## src/rtl/rgb_hsv_pkg.sv

```systemverilog
// Shared types and helpers for the RGB->HSV pipeline: beat modes, hue sectors,
// reciprocal ROM contents and fixed-point rounding helpers.
package rgb_hsv_pkg;

  typedef enum logic {
    MODE_BYPASS = 1'b0,
    MODE_HSV    = 1'b1
  } mode_e;

  typedef enum logic [1:0] {
    SEC_R = 2'd0,
    SEC_G = 2'd1,
    SEC_B = 2'd2
  } sector_e;

  // floor(2^point / idx); entry 0 is defined as 0 so grey pixels read a harmless value
  function automatic int recip_init(input int point, input int cw, input int idx);
    if (idx <= 0 || idx >= (1 << cw)) return 0;
    return (1 << point) / idx;
  endfunction

  function automatic int half_lsb(input int point);
    return 1 << (point - 1);
  endfunction

  function automatic int sector_base(input sector_e sec);
    case (sec)
      SEC_G:   return 2;
      SEC_B:   return 4;
      default: return 0;
    endcase
  endfunction

endpackage

```

## src/rtl/rgb_to_hsv_pipe_if.sv

```systemverilog
// Avalon-ST style beat bus (data, valid, ready, sop, eop) used on both sides of the converter.
interface rgb_to_hsv_pipe_if #(
  parameter int W = 24
) ();
  logic [W-1:0] data;
  logic         valid;
  logic         ready;
  logic         sop;
  logic         eop;

  modport master (output data, output valid, output sop, output eop, input ready);
  modport slave  (input data, input valid, input sop, input eop, output ready);
endinterface

```

## src/rtl/rgb_to_hsv_pipe_rom.sv

```systemverilog
// Dual-read-port reciprocal ROM with registered outputs (one cycle latency).
module hsv_recip_rom
  import rgb_hsv_pkg::*;
#(
  parameter int CW    = 8,
  parameter int POINT = 12
) (
  input  logic           clk,
  input  logic           i_en,
  input  logic [CW-1:0]  i_addr_a,
  input  logic [CW-1:0]  i_addr_b,
  output logic [POINT:0] o_data_a,
  output logic [POINT:0] o_data_b
);
  localparam int DEPTH = 1 << CW;

  logic [POINT:0] w_rom [DEPTH];
  logic [POINT:0] r_data_a;
  logic [POINT:0] r_data_b;

  for (genvar gi = 0; gi < DEPTH; gi++) begin : g_rom
    assign w_rom[gi] = (POINT + 1)'(recip_init(POINT, CW, gi));
  end

  // Enable follows the consuming stage so the read data stays aligned under stalls
  always_ff @(posedge clk) begin
    if (i_en) begin
      r_data_a <= w_rom[i_addr_a];
      r_data_b <= w_rom[i_addr_b];
    end
  end

  assign o_data_a = r_data_a;
  assign o_data_b = r_data_b;
endmodule

```

## src/rtl/rgb_to_hsv_pipe.sv

```systemverilog
// Three-stage elastic RGB->HSV converter; header (sop) and bypass beats pass through untouched.
module rgb_to_hsv_pipe
  import rgb_hsv_pkg::*;
#(
  parameter int CW        = 8,
  parameter int POINT     = 12,
  parameter int HUE_SCALE = 180
) (
  input  logic               clk,
  input  logic               reset,
  input  logic               mode,
  rgb_to_hsv_pipe_if.slave   sink,
  rgb_to_hsv_pipe_if.master  source
);
  localparam int RW = POINT + 1;
  localparam int PW = CW + RW;
  localparam int QW = 2 * CW + RW;
  localparam int K  = HUE_SCALE / 6;
  localparam logic [CW-1:0] CH_MAX = '1;

  logic w_s1_load, w_s2_load, w_s3_load;
  logic r1_valid, r2_valid, r3_valid;

  assign w_s3_load  = !r3_valid || source.ready;
  assign w_s2_load  = !r2_valid || w_s3_load;
  assign w_s1_load  = !r1_valid || w_s2_load;
  assign sink.ready = w_s1_load;

  logic [CW-1:0] w_r, w_g, w_b, w_cmax, w_cmin, w_dmag;
  logic [CW:0]   w_d;
  sector_e       w_sector;

  assign {w_r, w_g, w_b} = sink.data;

  always_comb begin
    w_sector = SEC_B;
    w_cmax   = w_b;
    w_d      = {1'b0, w_r} - {1'b0, w_g};
    if (w_r >= w_g && w_r >= w_b) begin
      w_sector = SEC_R;
      w_cmax   = w_r;
      w_d      = {1'b0, w_g} - {1'b0, w_b};
    end else if (w_g >= w_b) begin
      w_sector = SEC_G;
      w_cmax   = w_g;
      w_d      = {1'b0, w_b} - {1'b0, w_r};
    end
    w_cmin = (w_r <= w_g) ? ((w_r <= w_b) ? w_r : w_b) : ((w_g <= w_b) ? w_g : w_b);
    w_dmag = w_d[CW] ? CW'(-w_d) : w_d[CW-1:0];
  end

  logic          r1_pass, r1_sop, r1_eop, r1_dneg;
  logic [3*CW-1:0] r1_data;
  sector_e       r1_sector;
  logic [CW-1:0] r1_dmag, r1_delta, r1_cmax;

  logic          r2_pass, r2_sop, r2_eop, r2_dneg;
  logic [3*CW-1:0] r2_data;
  sector_e       r2_sector;
  logic [CW-1:0] r2_dmag, r2_delta, r2_cmax;

  logic [RW-1:0] w_recip_delta, w_recip_cmax;

  hsv_recip_rom #(.CW(CW), .POINT(POINT)) u_rom (
    .clk      (clk),
    .i_en     (w_s2_load),
    .i_addr_a (r1_delta),
    .i_addr_b (r1_cmax),
    .o_data_a (w_recip_delta),
    .o_data_b (w_recip_cmax)
  );

  logic [PW-1:0] w_p;
  logic [QW-1:0] w_q;
  logic [QW:0]   w_q_rnd, w_q_sh;
  logic [CW-1:0] w_h, w_s;
  int            w_hacc;

  assign w_p     = PW'(r2_dmag) * PW'(w_recip_delta);
  assign w_q     = QW'(CH_MAX) * QW'(r2_delta) * QW'(w_recip_cmax);
  assign w_q_rnd = (QW + 1)'(w_q) + (QW + 1)'(half_lsb(POINT));
  assign w_q_sh  = w_q_rnd >> POINT;

  // Hue is accumulated signed so the sector-R negative side can wrap to the top of the circle
  always_comb begin
    w_hacc = K * (sector_base(r2_sector) * (1 << POINT) + (r2_dneg ? -int'(w_p) : int'(w_p)))
             + half_lsb(POINT);
    w_hacc = w_hacc >>> POINT;
    if (w_hacc < 0)
      w_hacc = w_hacc + HUE_SCALE;
    else if (w_hacc >= HUE_SCALE)
      w_hacc = w_hacc - HUE_SCALE;
    w_h = CW'(w_hacc);
    w_s = (w_q_sh > (QW + 1)'(CH_MAX)) ? CH_MAX : CW'(w_q_sh);
    if (r2_delta == r2_cmax) w_s = CH_MAX;
    if (r2_delta == '0) begin
      w_h = '0;
      w_s = '0;
    end
  end

  logic            r3_sop, r3_eop;
  logic [3*CW-1:0] r3_data;

  always_ff @(posedge clk or posedge reset) begin
    if (reset) begin
      r1_valid <= 1'b0; r1_pass <= 1'b0; r1_sop <= 1'b0; r1_eop <= 1'b0; r1_dneg <= 1'b0;
      r1_data  <= '0;   r1_sector <= SEC_R; r1_dmag <= '0; r1_delta <= '0; r1_cmax <= '0;
      r2_valid <= 1'b0; r2_pass <= 1'b0; r2_sop <= 1'b0; r2_eop <= 1'b0; r2_dneg <= 1'b0;
      r2_data  <= '0;   r2_sector <= SEC_R; r2_dmag <= '0; r2_delta <= '0; r2_cmax <= '0;
      r3_valid <= 1'b0; r3_sop <= 1'b0; r3_eop <= 1'b0; r3_data <= '0;
    end else begin
      if (w_s1_load) begin
        r1_valid  <= sink.valid;
        r1_pass   <= sink.sop || (mode_e'(mode) == MODE_BYPASS);
        r1_sop    <= sink.sop;
        r1_eop    <= sink.eop;
        r1_data   <= sink.data;
        r1_sector <= w_sector;
        r1_dneg   <= w_d[CW];
        r1_dmag   <= w_dmag;
        r1_delta  <= w_cmax - w_cmin;
        r1_cmax   <= w_cmax;
      end
      if (w_s2_load) begin
        r2_valid  <= r1_valid;
        r2_pass   <= r1_pass;
        r2_sop    <= r1_sop;
        r2_eop    <= r1_eop;
        r2_data   <= r1_data;
        r2_sector <= r1_sector;
        r2_dneg   <= r1_dneg;
        r2_dmag   <= r1_dmag;
        r2_delta  <= r1_delta;
        r2_cmax   <= r1_cmax;
      end
      if (w_s3_load) begin
        r3_valid <= r2_valid;
        r3_sop   <= r2_sop;
        r3_eop   <= r2_eop;
        r3_data  <= r2_pass ? r2_data : {w_h, w_s, r2_cmax};
      end
    end
  end

  assign source.valid = r3_valid;
  assign source.data  = r3_data;
  assign source.sop   = r3_sop;
  assign source.eop   = r3_eop;
endmodule

```

## src/flat_wrapper.sv

```systemverilog
// flat-port wrapper written by rule: the top's interface ports become plain ports
module rgb_to_hsv_pipe_flat import rgb_hsv_pkg::*;
#(
  parameter int CW        = 8,
  parameter int POINT     = 12,
  parameter int HUE_SCALE = 180
)
  (clk, reset, mode, sink_data, sink_valid, sink_sop, sink_eop, sink_ready, source_data, source_valid, source_sop, source_eop, source_ready);
  rgb_to_hsv_pipe_if #(.W(24)) sink_i ();
  rgb_to_hsv_pipe_if #(.W(24)) source_i ();
  input  logic clk;
  input  logic reset;
  input  logic mode;
  input wire logic [$bits(sink_i.data)-1:0] sink_data;
  input wire logic [$bits(sink_i.valid)-1:0] sink_valid;
  input wire logic [$bits(sink_i.sop)-1:0] sink_sop;
  input wire logic [$bits(sink_i.eop)-1:0] sink_eop;
  output wire logic [$bits(sink_i.ready)-1:0] sink_ready;
  output wire logic [$bits(source_i.data)-1:0] source_data;
  output wire logic [$bits(source_i.valid)-1:0] source_valid;
  output wire logic [$bits(source_i.sop)-1:0] source_sop;
  output wire logic [$bits(source_i.eop)-1:0] source_eop;
  input wire logic [$bits(source_i.ready)-1:0] source_ready;
  assign sink_i.data = sink_data;
  assign sink_i.valid = sink_valid;
  assign sink_i.sop = sink_sop;
  assign sink_i.eop = sink_eop;
  assign sink_ready = sink_i.ready;
  assign source_data = source_i.data;
  assign source_valid = source_i.valid;
  assign source_sop = source_i.sop;
  assign source_eop = source_i.eop;
  assign source_i.ready = source_ready;
  rgb_to_hsv_pipe #(.CW(CW), .POINT(POINT), .HUE_SCALE(HUE_SCALE)) u_core (.clk(clk), .reset(reset), .mode(mode), .sink(sink_i), .source(source_i));
endmodule
```

## config.mk

```make
export PLATFORM = sky130hd
export DESIGN_NAME = rgb_to_hsv_pipe_flat
export DESIGN_NICKNAME = d
export VERILOG_FILES = /design/src/rtl/rgb_hsv_pkg.sv /design/src/rtl/rgb_to_hsv_pipe_if.sv /design/src/rtl/rgb_to_hsv_pipe_rom.sv /design/src/rtl/rgb_to_hsv_pipe.sv /design/src/flat_wrapper.sv
export SDC_FILE = /design/constraint.sdc
export NUM_CORES = 2
export LEC_CHECK = 0
export CORE_AREA = 10 10 272 274
export DETAILED_ROUTE_END_ITERATION = 7
export DIE_AREA = 0 0 282 284
export HOLD_SLACK_MARGIN = 0.15
export SETUP_SLACK_MARGIN = 0.4
export SLEW_MARGIN = 5
export SYNTH_ARGS = -nofsm -noshare
export SYNTH_HDL_FRONTEND = slang
export SYNTH_SLANG_ARGS = --single-unit
```

## constraint.sdc

```tcl
create_clock -name clk -period 12 [get_ports clk]
set_input_delay 3.6 -clock clk [delete_from_list [all_inputs] [get_ports clk]]
set_output_delay 3.6 -clock clk [all_outputs]
set_load 0.005 [all_outputs]
```

==> results.yml <==
hold_path:
  min_path_type: "reg2reg"
  hold_depth: 2
  min_from: "u_core.r1_sector[1]"
floorplan:
  core_um2: 68300
  io_pins: 59
  dieArea_um2: 80100
  start_util: 0.398
  row_count: 96
  fp.dieH_um: 284
  die_w_um: 282
sta:
  grt_setup_unrepaired: "true"
  max_freq_mhz: 90.5
  worst_slack_ns: 0.944
  maxSlewViolCount: 0
  setup_viol: 0
  max_slew.worst_pin.slew_ns: 1.06
  hold_viol_final: 0
  min_period_over_period: 0.921
  finClkSkew_ns: 0.0120
  min_period_ns: 11.06
  finalSetupTns_ns: 0
  slew_headroom: 0.293
route:
  dr.pass1.iters: 5
  detail_route.wirelength_um: 67700
  drt-initial-drc-count: 1452
  ant_nets: 0
  wl_per_cell_um: 16.8
  drc: 0
  vias_per_cell: 5.31
  dr_total_vias: 21400
synthesis:
  syn_area_um2: 27200
  synth_flop_cell: "dfrtp_1"
  synth_area_leader_cell: "fa_1"
  yosys-top-cells-area: "fa_1, ha_1, dfrtp_1"
  yosys.area.top_type_share: 0.222
  yosysSeqAreaShare: 0.155
  avgSynthCellArea_um2: 8.58
  synth_cell_types: 113
  ys_async_sr_fraction: 0.840
  syn_inst: 3169
  ys_warn_count: 0
  synthTopCellsByCount: "inv_1, nand2_1, fa_1"
  yosysMostFrequentCell: "inv_1"
  synth_seq_cells: 163
  synth.net_count: 3791
  synth_edf_count: 26
global_routing:
  grt_usage: 0.173
  grt_use_met1: 0.251
  grt_pass1_vias: 21400
  grt-busiest-layer: "met2"
  grt_overflow: 0
  grt_max_degree: 79
  grt_pass1_wl_um: 114000
  grt_use_met2: 0.269
  antenna_found_initial: 0
  grt_use_met3: 0.0246
flow_run:
  maxCapViolCount: 0
cts:
  path_clk_slew_ns: 0.07
  cts_root_buf: "clkbuf_16"
  cts_htree_levels: 4
  clk_path_buf_depth: 2
  cts_sinks: 163
  clock_latency_ns: 0.47
  tritoncts: "built"
  numCtsBuffers: 17
final_layout:
  nets: 3753
  fillCellCount: 6814
  n_antenna_cell: 0
  fin_area_um2: 29300
  multi_input_area_um2: 20900
  ff_latch_area_um2: 4220
  area_growth_pct: 7.88
  drive_above_1_share: 0.0716
placed_design:
  placed_area_um2: 28500
  port_buffers: 58
  place.gp.congestion: 0.910
  hpwlAfterDp_um: 53200
  pre_cts_ws_ns: 0.406
setup_path:
  required_ns: 12.32
  end_kind: "flip-flop"
  r2r-start: "u_core.u_rom.o_data_a[1]"
  arrival_ns: 11.38
  worstRegToRegCells: 42
  cpMaxStageDelayCell: "fa_1"
  cp-start-kind: "flip-flop"
  crit_start: "u_core.u_rom.o_data_a[1]"
  slowest_delay_ns: 0.56
  cp_max_fo: 12
  setup.worst_path.class: "reg2reg"
  cp_common_cell: "fa_1"
outcome:
  status: "finished clean"
## worst max-delay path: cells and delay by family (launching register included)
kind | cells | cell delay, ns
adder cells (fa/ha/maj) | 10 | 4.25
AO/OA/AOI/OAI | 12 | 2.82
AND/OR/NAND/NOR | 11 | 2.14
buffers and inverters | 6 | 0.54
flip-flops | 1 | 0.48
multiplexers | 1 | 0.35
XOR/XNOR | 2 | 0.32
## logic make-up (layout without fill, tap and decap cells)
kind of cell               Yosys count  count (layout)  share of synthesized area
xor gates and xnor gates           136             136                     0.0448
DFF                                163             163                      0.155
and+or+nand+nor                    936             936                      0.169
AOI/OAI and AO/OA                  647             647                      0.153
buffers and inverters              600             575                     0.0846
muxes                               96              96                     0.0390
adders and majority gates          591             591                      0.355
## registers in the layout, summed over array words and instances (netlist names), 2 cells and up
register	cells
u_core.r2_data	24
u_core.r1_data	24
u_core.r1_sector	2
u_core.u_rom.o_data_a	13
u_core.r2_sector	2
u_core.r2_dmag	8
u_core.r1_delta	8
u_core.r2_cmax	8
u_core.u_rom.o_data_b	13
u_core.r1_dmag	8
u_core.r2_delta	8
u_core.r1_cmax	8
u_core.source.data	24
## final timing paths
check / end / slack (ns)
worst min-delay path: u_core.r1_sector[1] / 0.46
worst max register to register: u_core.source.data[20] / 0.94
min in group asynchronous: u_core.r2_dneg / 3.64
worst min register to register: u_core.r1_sector[1] / 0.46
max in group asynchronous: u_core.r1_cmax[3] / 6.96
worst max-delay path: u_core.source.data[20] / 0.94
## placed cells by master, fill, tap and decap left out, drive strengths merged, types with 59 or more instances in the layout
master / count
fa: 301
xnor2: 90
nand2: 373
and2: 175
o21ai: 195
ha: 290
a21oi: 173
dfrtp: 137
mux2: 59
nor2: 157
inv: 453
## timing repair
action / 4_1_cts / 5_1_grt
endpoints found under the setup margin: 1 / 14
hold buffers: 0 / 0
resized for setup: 1 / 38
pin swaps: 0 / 5
buffers inserted: 0 / 6
## metrics by stage
step / hold WS [ns] / cells / utilization
final: 0.465 / 4026 / 0.429
after global routing: 0.501 / 4026 / 0.429
after CTS: 0.469 / 4020 / 0.426
after detailed placement: 0.454 / 3988 / 0.417
after global placement: 0.454 / 3988 / 0.417
after floorplan: 0.426 / 3169 / -
## metal layers
metal	wire length [um]	share of wire
met1	33700	0.50
met5	0	0
met3	3170	0.047
met2	30100	0.44
met4	750	0.011
## area by class of cell
type	count	share of cell area
Inverter	450	0.0578
Multi-Input combinational cell	2406	0.712
Clock buffer	18	0.0146
Clock inverter	14	0.00546
Sequential cell	163	0.144
Tap cell	882	0.0376
Timing Repair Buffer	93	0.0288
Power is left out: the tool's default activity adds up to more than one toggle a clock period on the data nets, which glitch-free logic cannot reach.
